==> src/rtl/demux2_reg_if.sv <==
// demux2_reg_if
// Bundles the input stream and the two output channels of demux2_reg.
//   slave  : the demux itself. It receives in_data/in_valid/sel and the
//            consumer readies. It drives in_ready and the channel outputs.
//   master : the surrounding logic or bench, which sees the opposite directions.
// The out0_cnt/out1_cnt signals exist only when DEMUX2_REG_CNT_EN is defined.
interface demux2_reg_if #(
  parameter int IN_SIZE = 2
);
  logic [IN_SIZE-1:0] in_data;
  logic               in_valid;
  logic               sel;
  logic               in_ready;
  logic [IN_SIZE-1:0] out0_data;
  logic               out0_valid;
  logic               out0_ready;
  logic [IN_SIZE-1:0] out1_data;
  logic               out1_valid;
  logic               out1_ready;
`ifdef DEMUX2_REG_CNT_EN
  logic [7:0]         out0_cnt;
  logic [7:0]         out1_cnt;
`endif

  modport slave (
    input  in_data, in_valid, sel, out0_ready, out1_ready,
    output in_ready, out0_data, out0_valid, out1_data, out1_valid
`ifdef DEMUX2_REG_CNT_EN
    , output out0_cnt, out1_cnt
`endif
  );

  modport master (
    output in_data, in_valid, sel, out0_ready, out1_ready,
    input  in_ready, out0_data, out0_valid, out1_data, out1_valid
`ifdef DEMUX2_REG_CNT_EN
    , input out0_cnt, out1_cnt
`endif
  );
endinterface

==> src/rtl/demux2_reg.sv <==
// demux2_reg
// Registered 1-to-2 valid/ready stream demultiplexer. Each beat goes to
// channel 0 or 1 according to sel at the moment of transfer. Each channel
// has its own one-entry holding register, so a stalled consumer only blocks
// the input while sel points at its channel.
// Ports:
//   clk  rising-edge clock
//   rst  synchronous active-high reset. It empties both channels and clears
//        data and counters. in_ready is held low while rst is high.
//   bus  demux2_reg_if.slave (in_data, in_valid, sel, in_ready,
//        outK_data, outK_valid, outK_ready, and optionally outK_cnt)
// Optional feature: define DEMUX2_REG_CNT_EN to add 8-bit wrapping
// accepted-beat counters per channel (out0_cnt, out1_cnt).
//
// Channel FSM (one per channel):
//   state | meaning
//   EMPTY | holding register has no beat, outK_valid = 0
//   FULL  | holding register has a beat, outK_valid = 1
module demux2_reg #(
  parameter int IN_SIZE = 2
) (
  input  logic         clk,
  input  logic         rst,
  demux2_reg_if.slave  bus
);
  typedef enum logic {EMPTY = 1'b0, FULL = 1'b1} state_t;

  state_t             state_q [2];
  state_t             state_d [2];
  logic [IN_SIZE-1:0] data_q  [2];
  logic [1:0]         load;
  logic [1:0]         drain;
  logic [1:0]         out_ready;
  logic               sel_ready;
  logic               in_ready;
  logic               in_xfer;

  assign out_ready = {bus.out1_ready, bus.out0_ready};

  // Only the selected channel matters for in_ready. A full channel can still
  // accept a beat when its consumer drains it in the same cycle.
  always_comb begin
    sel_ready = 1'b0;
    if (bus.sel) sel_ready = (state_q[1] == EMPTY) || bus.out1_ready;
    else         sel_ready = (state_q[0] == EMPTY) || bus.out0_ready;
  end

  assign in_ready = !rst && sel_ready;
  assign in_xfer  = bus.in_valid && in_ready;
  assign load     = {in_xfer && bus.sel, in_xfer && !bus.sel};

  always_comb begin
    for (int k = 0; k < 2; k++) begin
      state_d[k] = state_q[k];
      drain[k]   = (state_q[k] == FULL) && out_ready[k];
      case (state_q[k])
        EMPTY:   if (load[k]) state_d[k] = FULL;
        FULL:    if (drain[k] && !load[k]) state_d[k] = EMPTY;
        default: state_d[k] = EMPTY;
      endcase
    end
  end

  always_ff @(posedge clk) begin
    for (int k = 0; k < 2; k++) begin
      if (rst) begin
        state_q[k] <= EMPTY;
        data_q[k]  <= '0;
      end else begin
        state_q[k] <= state_d[k];
        if (load[k]) data_q[k] <= bus.in_data;
      end
    end
  end

  assign bus.in_ready   = in_ready;
  assign bus.out0_data  = data_q[0];
  assign bus.out1_data  = data_q[1];
  assign bus.out0_valid = (state_q[0] == FULL);
  assign bus.out1_valid = (state_q[1] == FULL);

`ifdef DEMUX2_REG_CNT_EN
  logic [7:0] cnt_q [2];

  // Counts accepted beats, not drained ones, and wraps naturally at 8 bits.
  always_ff @(posedge clk) begin
    for (int k = 0; k < 2; k++) begin
      if (rst)          cnt_q[k] <= '0;
      else if (load[k]) cnt_q[k] <= cnt_q[k] + 8'd1;
    end
  end

  assign bus.out0_cnt = cnt_q[0];
  assign bus.out1_cnt = cnt_q[1];
`endif
endmodule
==> src/flat_wrapper.sv <==
// flat-port wrapper written by rule: the top's interface ports become plain ports
module demux2_reg_flat 
#(
  parameter int IN_SIZE = 2
)
  (clk, rst, bus_in_data, bus_in_valid, bus_sel, bus_out0_ready, bus_out1_ready, bus_in_ready, bus_out0_data, bus_out0_valid, bus_out1_data, bus_out1_valid);
  demux2_reg_if #(.IN_SIZE(IN_SIZE)) bus_i ();
  input  logic clk;
  input  logic rst;
  input wire logic [$bits(bus_i.in_data)-1:0] bus_in_data;
  input wire logic [$bits(bus_i.in_valid)-1:0] bus_in_valid;
  input wire logic [$bits(bus_i.sel)-1:0] bus_sel;
  input wire logic [$bits(bus_i.out0_ready)-1:0] bus_out0_ready;
  input wire logic [$bits(bus_i.out1_ready)-1:0] bus_out1_ready;
  output wire logic [$bits(bus_i.in_ready)-1:0] bus_in_ready;
  output wire logic [$bits(bus_i.out0_data)-1:0] bus_out0_data;
  output wire logic [$bits(bus_i.out0_valid)-1:0] bus_out0_valid;
  output wire logic [$bits(bus_i.out1_data)-1:0] bus_out1_data;
  output wire logic [$bits(bus_i.out1_valid)-1:0] bus_out1_valid;
  assign bus_i.in_data = bus_in_data;
  assign bus_i.in_valid = bus_in_valid;
  assign bus_i.sel = bus_sel;
  assign bus_i.out0_ready = bus_out0_ready;
  assign bus_i.out1_ready = bus_out1_ready;
  assign bus_in_ready = bus_i.in_ready;
  assign bus_out0_data = bus_i.out0_data;
  assign bus_out0_valid = bus_i.out0_valid;
  assign bus_out1_data = bus_i.out1_data;
  assign bus_out1_valid = bus_i.out1_valid;
  demux2_reg #(.IN_SIZE(IN_SIZE)) u_core (.clk(clk), .rst(rst), .bus(bus_i));
endmodule
==> config.mk <==
export PLATFORM = sky130hd
export DESIGN_NAME = demux2_reg_flat
export DESIGN_NICKNAME = d
export VERILOG_FILES = /design/src/rtl/demux2_reg_if.sv /design/src/rtl/demux2_reg.sv /design/src/flat_wrapper.sv
export SDC_FILE = /design/constraint.sdc
export NUM_CORES = 1
export LEC_CHECK = 0
export BUFFER_PORTS_ARGS = -buffer_cell sky130_fd_sc_hd__buf_2
export CORE_AREA = 2 2 39 41
export CTS_BUF_LIST = sky130_fd_sc_hd__clkbuf_4
export CTS_CLUSTER_DIAMETER = 40
export DETAILED_ROUTE_END_ITERATION = 10
export DIE_AREA = 0 0 41 43
export SYNTH_ARGS = -nofsm -noshare
export SYNTH_HDL_FRONTEND = slang
export SYNTH_SLANG_ARGS = --single-unit
==> constraint.sdc <==
create_clock -name clk -period 2.8 [get_ports clk]
set_input_delay 0.14 -clock clk [delete_from_list [all_inputs] [get_ports clk]]
set_output_delay 0.14 -clock clk [all_outputs]
set_load 0.05 [all_outputs]
### Yosys cells after proc, flatten, opt, wreduce, memory -nomap -nowiden

Memory sizes are Yosys's and may differ from the RTL's.
Cells that the tools add are included.

| operators by class | value |
|---|---|
| add/sub/neg operators | 0 |
| $mul | 0 |
| div/mod/pow operators | 0 |
| $lt $le $gt $ge | 0 |
| eq/ne operators | 0 |
| shifts and indexed selects | 0 |
| mux-type cells | 18 |
| bitwise logic cells | 6 |
| reduce and logical (&&, ||, !) cells | 14 |

Operators with widths:

| kind | number |
|---|---|
| $mux 1 | 14 |
| $logic_and 1x1->1 | 8 |
| $logic_not 1->1 | 4 |
| $mux 2 | 2 |
| $or 1x1->1 | 4 |
| $pmux 1 s2 | 2 |
| $logic_or 1x1->1 | 2 |
| $not 1->1 | 2 |

| storage, ports and cells | value |
|---|---|
| register bits after elaboration | 0 |
| bits in latches | 0 |
| bits in writable memories | 6 |
| memory bits (read-only) | 0 |
| input bits | 8 |
| word-level logic and storage cells | 40 |
| memories kept | 2 |

Memory list:

| name | words | bits a word | rd ports | clocked after Yosys merged registers in | wr ports | RTL line | RTL |
|---|---|---|---|---|---|---|---|
| u_core.data_q | 2 | 2 | 2 | 0 | 2 | demux2_reg.sv:30 | `logic [IN_SIZE-1:0] data_q [2];` |
| u_core.state_q | 2 | 1 | 2 | 0 | 2 | demux2_reg.sv:28 | `state_t state_q [2];` |

### Longest topological paths before layout

| depth | value |
|---|---|
| depth in word-level cells | 11 |
| mapped depth | 2 |
| depth with buffers taken out | 2 |

### Least setup slack after synthesis

No wires, ideal clock.

| timing | value |
|---|---|
| path kind | register -> output |
| start | memory u_core.state_q[1] (netlist bit) |
| end | output bus_in_ready |
| data arrival time | 1.943 ns |
| data required time | 2.660 ns |
| slack | 0.717 ns |
| cell stages (with the launch flop) | 3 |
| path through | dfxtp_1 nor2b_2 a211oi_1 |

RTL lines:

| item | RTL line | RTL |
|---|---|---|
| start, declared | demux2_reg.sv:28 |  |
| end, declared | flat_wrapper.sv:15 | `output wire logic [$bits(bus_i.in_ready)-1:0] bus_in_ready;` |

==> run_results.csv <==
group,metric,value,unit
run_status,outcome,"complete, no violations",
die,ios,15,
worst_setup_path,path_delay_family,"flip-flops",
timing,fin_crit_sh,50.0,%
clock_network,clkSinkCount,6,
drt,avgViaCountPerCell,4.02,
yosys,synth_compound_area_share,11.3,%
timing,tns,0,ns
drt,dr_wl_met2,203,um
grt,grt_overflow,0,
die,core.rowCount,14,
yosys,syn_inst,24,
yosys,avgSynthCellArea,12.0,sq um
drt,wl_met1,233,um
drt,wirelength,510,um
timing,setup_violations,0,
power,ir_drop,0.000213,V
grt,grt_max_degree,9,
clock_network,htree_levels,1,
drt,route.detailed.wl_per_inst,8.95,um
yosys,synth_seq_cells,6,
timing,drv_slew,0,
clock_network,cts_setup_buffers,0,
timing,max_freq,715,MHz
yosys,synth-adder-area-share,0,%
power,leakage,0.167,nW
clock_network,clkLatencyLatePin,0.24,ns
grt,antenna_found_initial,0,
worst_setup_path,path_class,"flip-flop to output pin",
worst_setup_path,path_cells,"nor2b_2 -> a211oi_1 -> buf_2",
yosys,synth_simple_gate_area_share,33.0,%
worst_setup_path,worst-path-max-fanout,4,
worst_setup_path,critPathBufInv,1,
clock_network,hold_buffers,0,
cells_and_area,design.final.nets,51,
drt,dr.max_layer_used,"met3",
clock_network,cts.path.max_buffers,2,
die,die_area,1760,sq um
drt,route.met3.wl,73,um
timing,skew,0.000100,ns
cells_and_area,area_delta_synth_final,39.1,%
timing,period_needed,1.40,ns
cells_and_area,antennaDiodeCount,0,
power,p_total,0.228,mW
timing,fin_ws,1.40,ns
min_path,hp-class,"input port to flip-flop",
job,max_cap_viol_count,0,
yosys,synth_top_family_by_area,"simple AND/OR/NAND/NOR gates",
die,initial_core_util,20.8,%
clock_network,cts_resized,0,
grt,grt_pass1_vias,181,
timing,grt_setup_unrepaired,"false",
yosys,synthTopCellsByArea,"edfxtp_1 (42%), dfxtp_1 (14%), nor3b_2 (8.7%), nand2b_1 (6.5%), nand3b_1 (5.2%)",
die,coreArea,1380,sq um
drt,routed-via-count,229,
place,portBuffers,14,
yosys,syn_nets,32,
yosys,muxShareOfSynthArea,0,%
worst_setup_path,startpoint_type,"flip-flop",
worst_setup_path,worst_path_largest_cell_delay,0.31,ns
timing,tightest_slew,0.251,ns
yosys,synthXorXnorAreaFrac,0,%
drt,drt_iter0_markers,4,
worst_setup_path,rrSetupSlack,1.78,ns
clock_network,numCtsBuffers,3,
grt,grtUsageTotal,6.28,%
worst_setup_path,endpoint_kind,"output pin",
die,die_height,43,um
drt,first_pass_iters,3,
die,die_x,41,um
worst_setup_path,worstPathArrival,1.26,ns
worst_setup_path,crit_slowest_cell,"dfxtp_1",
yosys,synth_top_area_share,41.7,%
cells_and_area,drive_above_1_share,48.8,%
yosys,synth_area,288,sq um
yosys,yosysUniqueCellTypes,13,
yosys,synth_warnings,0,
timing,finalHoldViolCount,0,
drt,drc,0,
timing,slew_headroom,83.4,%
clock_network,cts_root_buf,"clkbuf_4",
power,power.density,570,nW/um^2
grt,grt_pass1_wl,683,um
clock_network,path_clk_slew,0.05,ns
drt,ant_nets,0,
place,pre_cts_ws,1.67,ns
yosys,yosysTopAreaCell,"edfxtp_1",
place,routabilityCongestion,0.683,
worst_setup_path,required,2.66,ns
yosys,ys_seq_area_share,55.7,%
place,dp.final_hpwl,401,um
clock_network,cts_tree,"done",
==> worst paths after layout <==
path / start / endpoint / cells after the start
min: rst / u_core.state_q[0] / 2
max reg2reg: u_core.state_q[1] / u_core.data_q[1][1] / 2
min reg2reg: u_core.state_q[1] / u_core.state_q[1] / 2
max: u_core.state_q[1] / bus_in_ready / 3
==> cells in the final DEF, fill, tap and decap left out, drive strengths merged <==
cell / instances
nand2: 1
nor3: 2
nand2b: 3
a211oi: 1
dfxtp: 2
a21oi: 2
o21bai: 2
buf: 14
nor3b: 3
nor2b: 2
nand3b: 2
edfxtp: 4
clkbuf: 3
==> area by class of cell <==
cell class | instances | area, sq um
clock buffer | 3 | 22.5
fill | 147 | 983
multi-input combinational | 18 | 128
sequential | 6 | 160
tap | 16 | 20.0
timing repair buffer | 14 | 70.1
==> synthesized netlist by cell type, drive strengths merged <==
cell,instances
a211oi,1
a21oi,2
dfxtp,2
edfxtp,4
nand2,1
nand2b,3
nand3b,2
nor2b,2
nor3,2
nor3b,3
o21bai,2
==> per-stage QoR <==
stage / hold slack, ns / cells / util, % / instance area (sq um)
4_1_cts: 0.120 / 57 / 28.9 / 400
2_1_floorplan: 0.209 / 24 / - / 288
6_report: 0.125 / 57 / 28.9 / 400
3_5_place_dp: 0.373 / 54 / 27.3 / 378
3_3_place_gp: 0.380 / 54 / 27.3 / 378
5_1_grt: 0.136 / 57 / 28.9 / 400
==> power breakdown <==
group	total, mW	switching (mW)	internal [mW]
logic	0.0477	0.0342	0.0136
clock network	0.0783	0.0299	0.0484
registers	0.102	0.00174	0.101
==> cells by family (layout without fill, tap and decap cells) <==
| group | Yosys count | after routing |
|---|---|---|
| compound gates | 5 | 5 |
| buf+inv | 0 | 17 |
| flops | 6 | 6 |
| simple gates | 13 | 13 |
==> sequential cells by signal, summed over array words and instances, names as in the netlist <==
signal,count
u_core.state_q,2
u_core.data_q,4
==> routing by layer <==
layer / up-vias / track usage, %
li1: 124 / -
met1: 94 / 7.92
met2: 11 / 7.19
met3: 0 / 3.14
met4: 0 / 6.00
met5: - / 0
No activity file was read; power rests on OpenSTA's default activity.
